## config.mk

```make
export PLATFORM = sky130hd
export DESIGN_NAME = ula_seq
export DESIGN_NICKNAME = d
export VERILOG_FILES = /design/src/rtl/ula_seq.sv
export SDC_FILE = /design/constraint.sdc
export NUM_CORES = 1
export LEC_CHECK = 0
export ABC_CLOCK_PERIOD_IN_PS = 4700
export BUFFER_PORTS_ARGS = -buffer_cell sky130_fd_sc_hd__buf_2
export CAP_MARGIN = 20
export CORE_MARGIN = 2
export CORE_UTILIZATION = 40
export CTS_CLUSTER_SIZE = 30
export DETAILED_ROUTE_END_ITERATION = 6
export HOLD_SLACK_MARGIN = 0.06
export MAX_ROUTING_LAYER = met4
export PLACE_DENSITY = 0.56
export SYNTH_ARGS = -nofsm -noshare
export SYNTH_HDL_FRONTEND = slang
export SYNTH_SLANG_ARGS = --single-unit
```

## constraint.sdc

```tcl
create_clock -name clk -period 4.7 [get_ports clk]
set_clock_uncertainty 0.2 [all_clocks]
set_input_delay 1.175 -clock clk [delete_from_list [all_inputs] [get_ports clk]]
set_output_delay 1.175 -clock clk [all_outputs]
set_load 0.01 [all_outputs]
```

## src/rtl/ula_seq.sv

```systemverilog
// ula_seq: clocked ALU with shift-add multiply, add, sub and unsigned compare behind a start/busy/done handshake.
// Define EARLY_TERM_EN to end a multiply once the remaining multiplier bits are all zero.
module ula_seq #(
  parameter int WIDTH = 26
) (
  input  logic             clk,
  input  logic             rst_n,
  input  logic             start_i,
  input  logic [1:0]       cmd_i,
  input  logic [WIDTH-1:0] a_i,
  input  logic [WIDTH-1:0] b_i,
  output logic             busy_o,
  output logic             done_o,
  output logic [WIDTH-1:0] result_o,
  output logic [WIDTH-1:0] result_hi_o,
  output logic             carry_o,
  output logic             overflow_o,
  output logic             zero_o
);
  typedef enum logic [1:0] {IDLE, MULT, DONE} state_t;
  state_t               state_q;
  logic [2*WIDTH-1:0]   mcand_q, acc_q, acc_d;
  logic [WIDTH-1:0]     mplier_q, result_q, result_hi_q;
  logic                 busy_q, done_q, carry_q, overflow_q, zero_q;
  logic                 sub, lt, ovf, last;
  logic [WIDTH:0]       sum;
  assign sub   = cmd_i == 2'b10;
  assign sum   = {1'b0, a_i} + {1'b0, sub ? ~b_i : b_i} + (WIDTH+1)'(sub);
  assign ovf   = (a_i[WIDTH-1] ~^ (sub ? ~b_i[WIDTH-1] : b_i[WIDTH-1])) & (sum[WIDTH-1] ^ a_i[WIDTH-1]);
  assign lt    = a_i < b_i;
  assign acc_d = mplier_q[0] ? acc_q + mcand_q : acc_q;
`ifdef EARLY_TERM_EN
  assign last = ~|mplier_q[WIDTH-1:1];
`else
  localparam int CW = $clog2(WIDTH + 1);
  logic [CW-1:0] cnt_q;
  assign last = cnt_q == CW'(1);
  always_ff @(posedge clk or negedge rst_n)
    if (!rst_n) cnt_q <= '0;
    else if (state_q == IDLE && start_i && cmd_i == 2'b00) cnt_q <= CW'(WIDTH);
    else if (state_q == MULT) cnt_q <= cnt_q - CW'(1);
`endif
  always_ff @(posedge clk or negedge rst_n) begin
    if (!rst_n) begin
      state_q     <= IDLE;
      mcand_q     <= '0;
      mplier_q    <= '0;
      acc_q       <= '0;
      result_q    <= '0;
      result_hi_q <= '0;
      busy_q      <= 1'b0;
      done_q      <= 1'b0;
      carry_q     <= 1'b0;
      overflow_q  <= 1'b0;
      zero_q      <= 1'b0;
    end else begin
      done_q <= 1'b0;
      case (state_q)
        IDLE: if (start_i) begin
          busy_q <= 1'b1;
          if (cmd_i == 2'b00) begin
            mcand_q  <= {{WIDTH{1'b0}}, a_i};
            mplier_q <= b_i;
            acc_q    <= '0;
`ifdef EARLY_TERM_EN
            if (b_i == '0) begin
              result_q    <= '0;
              result_hi_q <= '0;
              carry_q     <= 1'b0;
              overflow_q  <= 1'b0;
              zero_q      <= 1'b1;
              done_q      <= 1'b1;
              state_q     <= DONE;
            end else state_q <= MULT;
`else
            state_q  <= MULT;
`endif
          end else begin
            result_q    <= cmd_i == 2'b11 ? WIDTH'(lt) : sum[WIDTH-1:0];
            result_hi_q <= '0;
            carry_q     <= cmd_i == 2'b01 ? sum[WIDTH] : sub ? ~sum[WIDTH] : 1'b0;
            overflow_q  <= cmd_i != 2'b11 && ovf;
            zero_q      <= cmd_i == 2'b11 ? ~lt : sum[WIDTH-1:0] == '0;
            done_q      <= 1'b1;
            state_q     <= DONE;
          end
        end
        MULT: begin
          acc_q    <= acc_d;
          mcand_q  <= mcand_q << 1;
          mplier_q <= mplier_q >> 1;
          if (last) begin
            result_q    <= acc_d[WIDTH-1:0];
            result_hi_q <= acc_d[2*WIDTH-1:WIDTH];
            carry_q     <= |acc_d[2*WIDTH-1:WIDTH];
            overflow_q  <= 1'b0;
            zero_q      <= acc_d == '0;
            done_q      <= 1'b1;
            state_q     <= DONE;
          end
        end
        DONE: begin
          busy_q  <= 1'b0;
          state_q <= IDLE;
        end
        default: begin
          busy_q  <= 1'b0;
          state_q <= IDLE;
        end
      endcase
    end
  end
  assign busy_o      = busy_q;
  assign done_o      = done_q;
  assign result_o    = result_q;
  assign result_hi_o = result_hi_q;
  assign carry_o     = carry_q;
  assign overflow_o  = overflow_q;
  assign zero_o      = zero_q;
endmodule

```

==> flow_summary_export.csv, run 1 <==
group,metric,value,unit
cts,cts.clk_slew.worst_paths,90,ps
drt,wl,47400,µm
cells_and_area,design_area,16700,µm²
cts,numCtsBuffers,17,
logic_synthesis,synth-edff-count,0,
die,row_count,68,
timing,setup_viol,0,
die,start_util,0.408,
die,design.die.area,37000,µm²
logic_synthesis,ys_seq_area_frac,0.342,
setup_path,arrival,4790,ps
timing,max_slew_margin,0.399,
timing,hold_viol_final,0,
pwr,p_leak,8.40,nW
global_routing,antenna_found_initial,1,
timing,hold_slack,267,ps
cells_and_area,layout-drive-gt1-share,0.156,
setup_path,cp_max_fo,16,
drt,antenna_left,0,
placement,portBuffers,113,
cts,clkLatencyLatePin,470,ps
run,drv_cap,0,
outcome,outcome,"completed",
die,die-height,192,µm
logic_synthesis,async_reset_ff_frac,1.00,
setup_path,cp-start-kind,"input port",
setup_path,end_kind,"register",
drt,vias_per_cell,5.63,
cts,clock-sinks,194,
placement,place_ws,-419,ps
pwr,vdd_drop_max,344,µV
cts,clockBufferDepth,2,
pwr,power_density,644,nW/µm²
logic_synthesis,synth_nets,1945,
hold_path,hp-class,"reg2reg",
die,ios,114,
timing,post-route-min-period,4580,ps
logic_synthesis,ys_ff_latch,194,
die,core,34700,µm²
drt,vias,13600,
global_routing,grt_max_degree,94,
drt,wire_per_inst,19.6,µm
drt,first_iter_violations,833,
logic_synthesis,synth_area_per_cell,7.95,µm²
die,die_x,192,µm
cts,postCtsSetupBuffers,0,
cells_and_area,nets,2115,
global_routing,gr-total-overflow,0,
timing,timing.final.crit_share,0.974,
logic_synthesis,yosys_warnings,0,
timing,maxSlewViolCount,0,
cts,htreeDepth,4,
cts,tritoncts,"yes",
drt,drc,0,
placement,dp_hpwl,36700,µm
timing,worstMarginPinSlew,901,ps
logic_synthesis,netlist_instances,1782,
logic_synthesis,synth_area,14200,µm²
setup_path,required,4910,ps
timing,tns,0,ps
placement,dpl-instance-area,16000,µm²
drt,first_pass_iters,6,
global_routing,grt_pass1_wl,74700,µm
timing,fmax,219,MHz
logic_synthesis,ys_types,70,
cts,clockRootBuffer,"clkbuf_16",
global_routing,grt_usage,0.270,
logic_synthesis,synth_ff_type,"dfrtp_1",
setup_path,worstSetupPathType,"in2reg",
pwr,power,10.8,mW
global_routing,grt_pass1_vias,13500,
cells_and_area,n_fill_cell,3480,
timing,layout_setup_ws,124,ps
timing,rsz0062_at_grt,"no",
placement,gp_congestion,0.934,
cells_and_area,synthToLayoutAreaGrowth,17.9,%
cell type report:
cell class	count	area, µm²	share of cell area
repair buffers	247	1620	0.0968
well taps	455	569	0.0341
flip-flops and latches	194	4860	0.291
clock inverters	15	200	0.0120
clock buffers	17	425	0.0255
multi-input cells	1443	8850	0.530
diodes	1	2.50	0.000150
inverters	49	184	0.0110
registers in the layout (all words and copies together), names as in the netlist, 2 cells and up:
register / count
result_hi_o: 26
cnt_q: 5
mcand_q: 52
mplier_q: 26
state_q: 2
acc_q: 52
result_o: 26
worst paths after layout:
kind | startpoint | end | slack (ps) | depth (start not counted)
min | result_hi_o[0]$_DFFE_PN0P_ | result_hi_o[0]$_DFFE_PN0P_ | 270 | 2
min in group asynchronous | rst_n | mcand_q[40]$_DFFE_PN0P_ | 600 | 1
min reg2reg | result_hi_o[0]$_DFFE_PN0P_ | result_hi_o[0]$_DFFE_PN0P_ | 270 | 2
max reg2reg | mcand_q[0]$_DFFE_PN0P_ | carry_o$_DFFE_PN0P_ | 280 | 15
max in group asynchronous | rst_n | result_hi_o[18]$_DFFE_PN0P_ | 2760 | 2
max | cmd_i[0] | zero_o$_DFFE_PN0P_ | 120 | 16
repair_timing:
| action | CTS | global route |
|---|---|---|
| endpoints found under the setup margin | 0 | 2 |
| hold buffers | 0 | 0 |
| gates resized for setup | 0 | 7 |
critical path: stages:
cell and delay, ps:
buf_2 150, nand2b_1 190, buf_12 170, xnor2_2 130, ha_1 290, nor2b_1 150, o31a_1 260, o21a_1 210
a211o_1 300, a41oi_2 240, o21ai_2 90, xor2_1 150, or4b_1 520, or4b_4 490, a21boi_2 130, a31o_1 110
power breakdown:
| group | internal, mW | switching (mW) |
|---|---|---|
| clock network | 0.741 | 0.820 |
| logic | 2.46 | 3.87 |
| registers | 2.32 | 0.562 |
routing by layer:
layer | track usage | part of all wire | routed length [µm]
met1 | 0.322 | 0.43 | 20500
met4 | 0.0898 | 0.031 | 1480
met5 | - | 0 | 0
met3 | 0.0283 | 0.032 | 1530
met2 | 0.474 | 0.50 | 23900
logic make-up (layout without fill, tap and decap cells):
logic type | after synthesis | after routing | synth area share
buffers and inverters | 145 | 328 | 0.0385
other | 0 | 1 | 0
flip-flops | 194 | 194 | 0.342
XOR/XNOR | 86 | 86 | 0.0531
AO/OA/AOI/OAI | 495 | 495 | 0.223
multiplexers | 36 | 36 | 0.0259
AND/OR/NAND/NOR | 720 | 720 | 0.222
adder cells (fa/ha/maj) | 106 | 106 | 0.0946
cell usage after synthesis, drive strengths merged, types with 7 or more instances:
cell type,count,share of area
a211o,10,0.0062
a211oi,11,0.0058
a21o,77,0.041
a21oi,123,0.044
a31oi,56,0.025
and2,13,0.0057
and3,12,0.0053
buf,14,0.0037
clkbuf,82,0.022
dfrtp,194,0.34
ha,104,0.092
inv,48,0.013
mux2i,31,0.022
nand2,355,0.094
nand2b,8,0.0035
nand3,48,0.017
nand4,33,0.015
nor2,165,0.044
nor2b,12,0.0053
nor3,27,0.0095
nor4,13,0.0057
o211ai,10,0.0053
o21a,23,0.012
o21ai,113,0.040
o21bai,8,0.0042
o31a,7,0.0043
o31ai,10,0.0053
or3,8,0.0035
xnor2,61,0.038
xor2,25,0.015
stage by stage:
stage                     utilization  cells
after floorplan                     -   1782
after global placement          0.462   2388
after detailed placement        0.462   2388
after CTS                       0.480   2420
after global routing            0.481   2421
final                           0.481   2421
cells in the final DEF (no fill, tap or decap), types with 8 or more instances in the layout:
master / synthesis / routed
mux2i_1: 31 / 31
buf_2: 0 / 112
a21oi_1: 122 / 121
a31oi_1: 56 / 56
inv_1: 48 / 48
clkbuf_16: 0 / 17
nand4_1: 33 / 33
o21ai_0: 99 / 98
nor4_1: 13 / 13
or3_1: 8 / 8
a21o_1: 77 / 77
xor2_1: 25 / 25
and2_1: 13 / 11
buf_4: 0 / 131
nand3_1: 48 / 48
a211o_1: 10 / 10
a211oi_1: 11 / 11
o21ai_1: 14 / 13
o21a_1: 23 / 23
and3_1: 12 / 12
nor2_1: 165 / 163
o31ai_1: 10 / 10
nor2b_1: 12 / 12
o21bai_1: 8 / 8
nand2_1: 355 / 354
o211ai_1: 10 / 10
nor3_1: 27 / 27
ha_1: 104 / 104
dfrtp_1: 194 / 193
xnor2_1: 61 / 59
(Power assumes the default switching activity.)
==> inputs of run 2 (changes only) <==
--- a/config.mk
+++ b/config.mk
@@ -8,6 +8,7 @@
 export ABC_CLOCK_PERIOD_IN_PS = 4700
 export BUFFER_PORTS_ARGS = -buffer_cell sky130_fd_sc_hd__buf_2
 export CAP_MARGIN = 20
+export CORE_ASPECT_RATIO = 1.4
 export CORE_MARGIN = 2
 export CORE_UTILIZATION = 40
 export CTS_CLUSTER_SIZE = 30
==> flow_summary_export.csv, run 2 (synthesis results as in run 1) <==
group,metric,value,unit
cells_and_area,layout-drive-gt1-share,0.157,
die,ios,114,
pwr,p_leak,8.41,nW
timing,hold_slack,265,ps
die,row_count,81,
run,drv_cap,0,
setup_path,cp-start-kind,"input port",
timing,post-route-min-period,4610,ps
setup_path,cp_max_fo,14,
cts,clock-sinks,194,
global_routing,grt_pass1_vias,13800,
hold_path,hp-class,"reg2reg",
pwr,power_density,648,nW/µm²
cts,tritoncts,"yes",
cts,cts.clk_slew.worst_paths,90,ps
setup_path,required,4910,ps
drt,vias,13700,
placement,dpl.cell_count,2392,
pwr,vdd_drop_max,250,µV
global_routing,antenna_found_initial,1,
die,core,35000,µm²
drt,wl,49600,µm
timing,hold_viol_final,0,
global_routing,grt_usage,0.281,
cts,clockBufferDepth,2,
timing,worstMarginPinSlew,826,ps
die,die_x,163,µm
cts,postCtsSetupBuffers,0,
cts,cts_hold_buf,0,
die,die-height,227,µm
drt,wire_per_inst,20.5,µm
timing,tns,0,ps
drt,vias_per_cell,5.65,
drt,first_pass_iters,5,
drt,first_iter_violations,819,
placement,portBuffers,113,
cts,clockRootBuffer,"clkbuf_16",
cells_and_area,stdcell_count,2425,
global_routing,grt_max_degree,85,
drt,antenna_left,0,
placement,dp_hpwl,39100,µm
cells_and_area,synthToLayoutAreaGrowth,18.1,%
timing,rsz0062_at_grt,"yes",
cts,htreeDepth,4,
timing,maxSlewViolCount,0,
cells_and_area,top_regs,"acc_q x52, mcand_q x52",
setup_path,arrival,4810,ps
global_routing,gr-total-overflow,0,
timing,fmax,217,MHz
timing,setup_viol,0,
placement,gp_congestion,0.920,
setup_path,worstSetupPathType,"in2reg",
drt,drc,0,
outcome,outcome,"completed",
timing,timing.final.crit_share,0.980,
die,design.die.area,37000,µm²
cts,clkLatencyLatePin,470,ps
pwr,power,10.8,mW
cells_and_area,nets,2118,
global_routing,grt_pass1_wl,77200,µm
timing,max_slew_margin,0.449,
setup_path,end_kind,"register",
cells_and_area,layout.cells.most_common_list,"nand2_1 (354), dfrtp_1 (193), nor2_1 (163), buf_4 (133), a21oi_1 (122)",
cts,numCtsBuffers,17,
die,start_util,0.405,
cells_and_area,layout_commonest_cell,"nand2_1",
-- run 2: area by class of cell --
cell class / instances / area (µm²)
Fill cell: 3555 / 18200
Tap cell: 456 / 571
Clock inverter: 15 / 196
Sequential cell: 194 / 4860
Inverter: 49 / 184
Multi-Input combinational cell: 1443 / 8850
Clock buffer: 17 / 425
Timing Repair Buffer: 250 / 1660
Antenna cell: 1 / 2.50
-- run 2: timing repair --
item	CTS	global route
endpoints found under the setup margin	0	2
resized for setup	0	9
endpoints found under the hold margin	0	0
-- run 2: final timing paths --
path | from | slack [ps] | cells after the start | to
setup / recovery | cmd_i[0] | 90 | 16 | zero_o$_DFFE_PN0P_
hold / removal | result_hi_o[15]$_DFFE_PN0P_ | 270 | 2 | result_hi_o[15]$_DFFE_PN0P_
setup reg to reg | mcand_q[1]$_DFFE_PN0P_ | 220 | 14 | carry_o$_DFFE_PN0P_
hold reg to reg | result_hi_o[15]$_DFFE_PN0P_ | 270 | 2 | result_hi_o[15]$_DFFE_PN0P_
max in group asynchronous | rst_n | 2940 | 2 | result_hi_o[1]$_DFFE_PN0P_
min in group asynchronous | rst_n | 520 | 1 | mcand_q[36]$_DFFE_PN0P_
-- run 2: where the power goes --
group          switching [mW]  total [mW]  internal (mW)
clock network           0.835        1.57          0.737
logic                    3.91        6.37           2.46
registers               0.579        2.90           2.32
total                    5.32        10.8           5.52
-- run 2: stage by stage --
step	setup slack, ps	instance area, µm²	util
global placement	-329	16100	0.460
floorplan	-188	14200	-
finish	92.1	16700	0.479
CTS	59.0	16700	0.478
detailed placement	-394	16100	0.460
global route	-65.1	16700	0.479
-- run 2: layer usage --
| layer | up-vias | track usage | wire length, µm |
|---|---|---|---|
| li1 | 6665 | - | - |
| met3 | 115 | 0.0238 | 1100 |
| met1 | 6617 | 0.296 | 19100 |
| met4 | 0 | 0.150 | 2710 |
| met5 | - | - | 0 |
| met2 | 311 | 0.518 | 26700 |
-- run 2: critical path, cell delays in order --
cell and delay [ps]:
clkbuf_4 160, nand2b_4 170, buf_12 150, xnor2_2 130, ha_1 280, nor2b_2 160
o31a_1 250, o21a_1 240, a211o_1 300, a41oi_2 250, o21ai_2 90, xor2_1 160
or4b_1 510, or4b_1 500, a21boi_2 150, a31o_1 110
==> inputs of run 3 (changes only) <==
--- a/config.mk
+++ b/config.mk
@@ -10,12 +10,12 @@
 export CAP_MARGIN = 20
 export CORE_ASPECT_RATIO = 1.4
 export CORE_MARGIN = 2
-export CORE_UTILIZATION = 40
+export CORE_UTILIZATION = 62
 export CTS_CLUSTER_SIZE = 30
 export DETAILED_ROUTE_END_ITERATION = 6
 export HOLD_SLACK_MARGIN = 0.06
 export MAX_ROUTING_LAYER = met4
-export PLACE_DENSITY = 0.56
+export PLACE_DENSITY = 0.81
 export SYNTH_ARGS = -nofsm -noshare
 export SYNTH_HDL_FRONTEND = slang
 export SYNTH_SLANG_ARGS = --single-unit
==> flow_summary_export.csv, run 3 (synthesis results as in run 1) <==
group,metric,value,unit
outcome,outcome,"completed",
run,drv_cap,0,
timing,timing.final.crit_share,0.977,
cts,clock-sinks,194,
timing,hold_slack,271,ps
cells_and_area,layout-drive-gt1-share,0.154,
cells_and_area,stdcell_count,2255,
drt,wl,48900,µm
timing,fmax,218,MHz
die,die_x,132,µm
pwr,p_leak,8.38,nW
setup_path,worstReg2RegStart,"mcand_q[22]$_DFFE_PN0P_",
die,die-height,183,µm
timing,post-route-min-period,4590,ps
timing,max_slew_margin,0.404,
setup_path,cp_max_fo,6,
timing,setup_viol,0,
hold_path,min_from,"result_hi_o[2]$_DFFE_PN0P_",
cts,numCtsBuffers,17,
cts,cts.clk_slew.worst_paths,80,ps
global_routing,antenna_found_initial,0,
setup_path,startpoint,"cmd_i[0]",
cts,clockBufferDepth,2,
setup_path,end_kind,"register",
setup_path,cp-start-kind,"input port",
global_routing,grt_usage,0.417,
cells_and_area,nets,2104,
die,design.die.area,24100,µm²
drt,drc,0,
drt,antenna_left,0,
die,ios,114,
die,row_count,65,
placement,gp_congestion,0.991,
setup_path,arrival,4790,ps
drt,wire_per_inst,21.7,µm
cts,clockRootBuffer,"clkbuf_16",
global_routing,grt_pass1_wl,75500,µm
drt,vias_per_cell,6.37,
pwr,power_density,656,nW/µm²
cells_and_area,n_fill_cell,1784,
cells_and_area,utilization,0.732,
cells_and_area,seqCellArea,4860,µm²
setup_path,required,4900,ps
cells_and_area,multi_input_area,8890,µm²
global_routing,grt_pass1_vias,14300,
drt,first_iter_violations,974,
cts,cts_hold_buf,0,
timing,worstMarginPinSlew,890,ps
die,start_util,0.629,
placement,dp_hpwl,37200,µm
placement,dpl.cell_count,2217,
timing,maxSlewViolCount,0,
cts,htreeDepth,4,
global_routing,grt_max_degree,99,
cells_and_area,top_regs,"acc_q x52, mcand_q x52",
drt,first_pass_iters,5,
cells_and_area,synthToLayoutAreaGrowth,16.4,%
placement,portBuffers,113,
cells_and_area,diodes,0,
hold_path,hp-class,"reg2reg",
pwr,vdd_drop_max,418,µV
cts,tritoncts,"yes",
cts,clkLatencyLatePin,460,ps
setup_path,worstSetupPathType,"in2reg",
drt,vias,14400,
cells_and_area,layout.cells.most_common_list,"nand2_1 (354), dfrtp_1 (193), nor2_1 (163), a21oi_1 (120), buf_4 (118)",
cells_and_area,layout_commonest_cell,"nand2_1",
die,core,22500,µm²
global_routing,gr-total-overflow,0,
timing,hold_viol_final,0,
[run 3: cell types whose count changed in the layout (fill, tap and decap cells not counted), moves of 2 or more]
cell       change
inv_6          +2
a21oi_1        -2
a21oi_2        +2
o21ai_1        +2
clkbuf_16      +2
inv_12         -3
buf_4         -15
[run 3: per-stage QoR]
stage               TNS [ps]  cell area [µm²]  power [mW]  worst slack [ps]
global route           -5.44            16500        11.5             -5.44
CTS                        0            16300        10.6              3.26
global placement        -332            15700        8.95              -332
detailed placement      -446            15700        9.07              -409
floorplan               -188            14200        7.00              -188
finish                     0            16500        10.8               106
[run 3: timing repair]
action                                  in CTS  in global routing
hold endpoints to repair                     0                  0
endpoints found under the setup margin       1                  2
buffers inserted                             0                  4
pin swaps                                    0                  2
gates cloned                                 0                  2
resized for setup                            1                 16
[run 3: final cells by class]
type	instances	share of cell area
Clock buffer	18	0.0266
Clock inverter	14	0.0109
Inverter	49	0.0111
Multi-Input combinational cell	1443	0.539
Sequential cell	194	0.294
Tap cell	301	0.0228
Timing Repair Buffer	236	0.0955
[run 3: power by group]
part	internal (mW)	switching [mW]
registers	2.32	0.601
logic	2.41	3.95
clock network	0.784	0.760
[run 3: worst paths after layout]
kind | depth (start not counted) | end | slack, ps
setup reg to reg | 14 | carry_o$_DFFE_PN0P_ | 200
hold / removal | 2 | result_hi_o[2]$_DFFE_PN0P_ | 270
max in group asynchronous | 2 | mplier_q[22]$_DFFE_PN0P_ | 2830
setup / recovery | 16 | zero_o$_DFFE_PN0P_ | 110
min in group asynchronous | 1 | mcand_q[39]$_DFFE_PN0P_ | 570
hold reg to reg | 2 | result_hi_o[2]$_DFFE_PN0P_ | 270
[run 3: critical path, cell delays in order]
cell      delay, ps
buf_4           150
nand2b_4        190
buf_12          160
xnor2_2         120
ha_1            280
nor2b_2         160
o31a_1          260
o21a_1          240
a211o_1         300
a41oi_2         230
o21ai_2          90
xor2_1          160
or4b_1          510
or4b_1          470
a21boi_1        160
a31o_1          110
[run 3: per-layer routing]
metal  up-vias  GRT usage  wire length, µm
met2       615      0.719            24600
met5         -          -                0
met1      6866      0.419            17000
met3       223     0.0484             2390
met4         0      0.364             4820
li1       6654          -                -
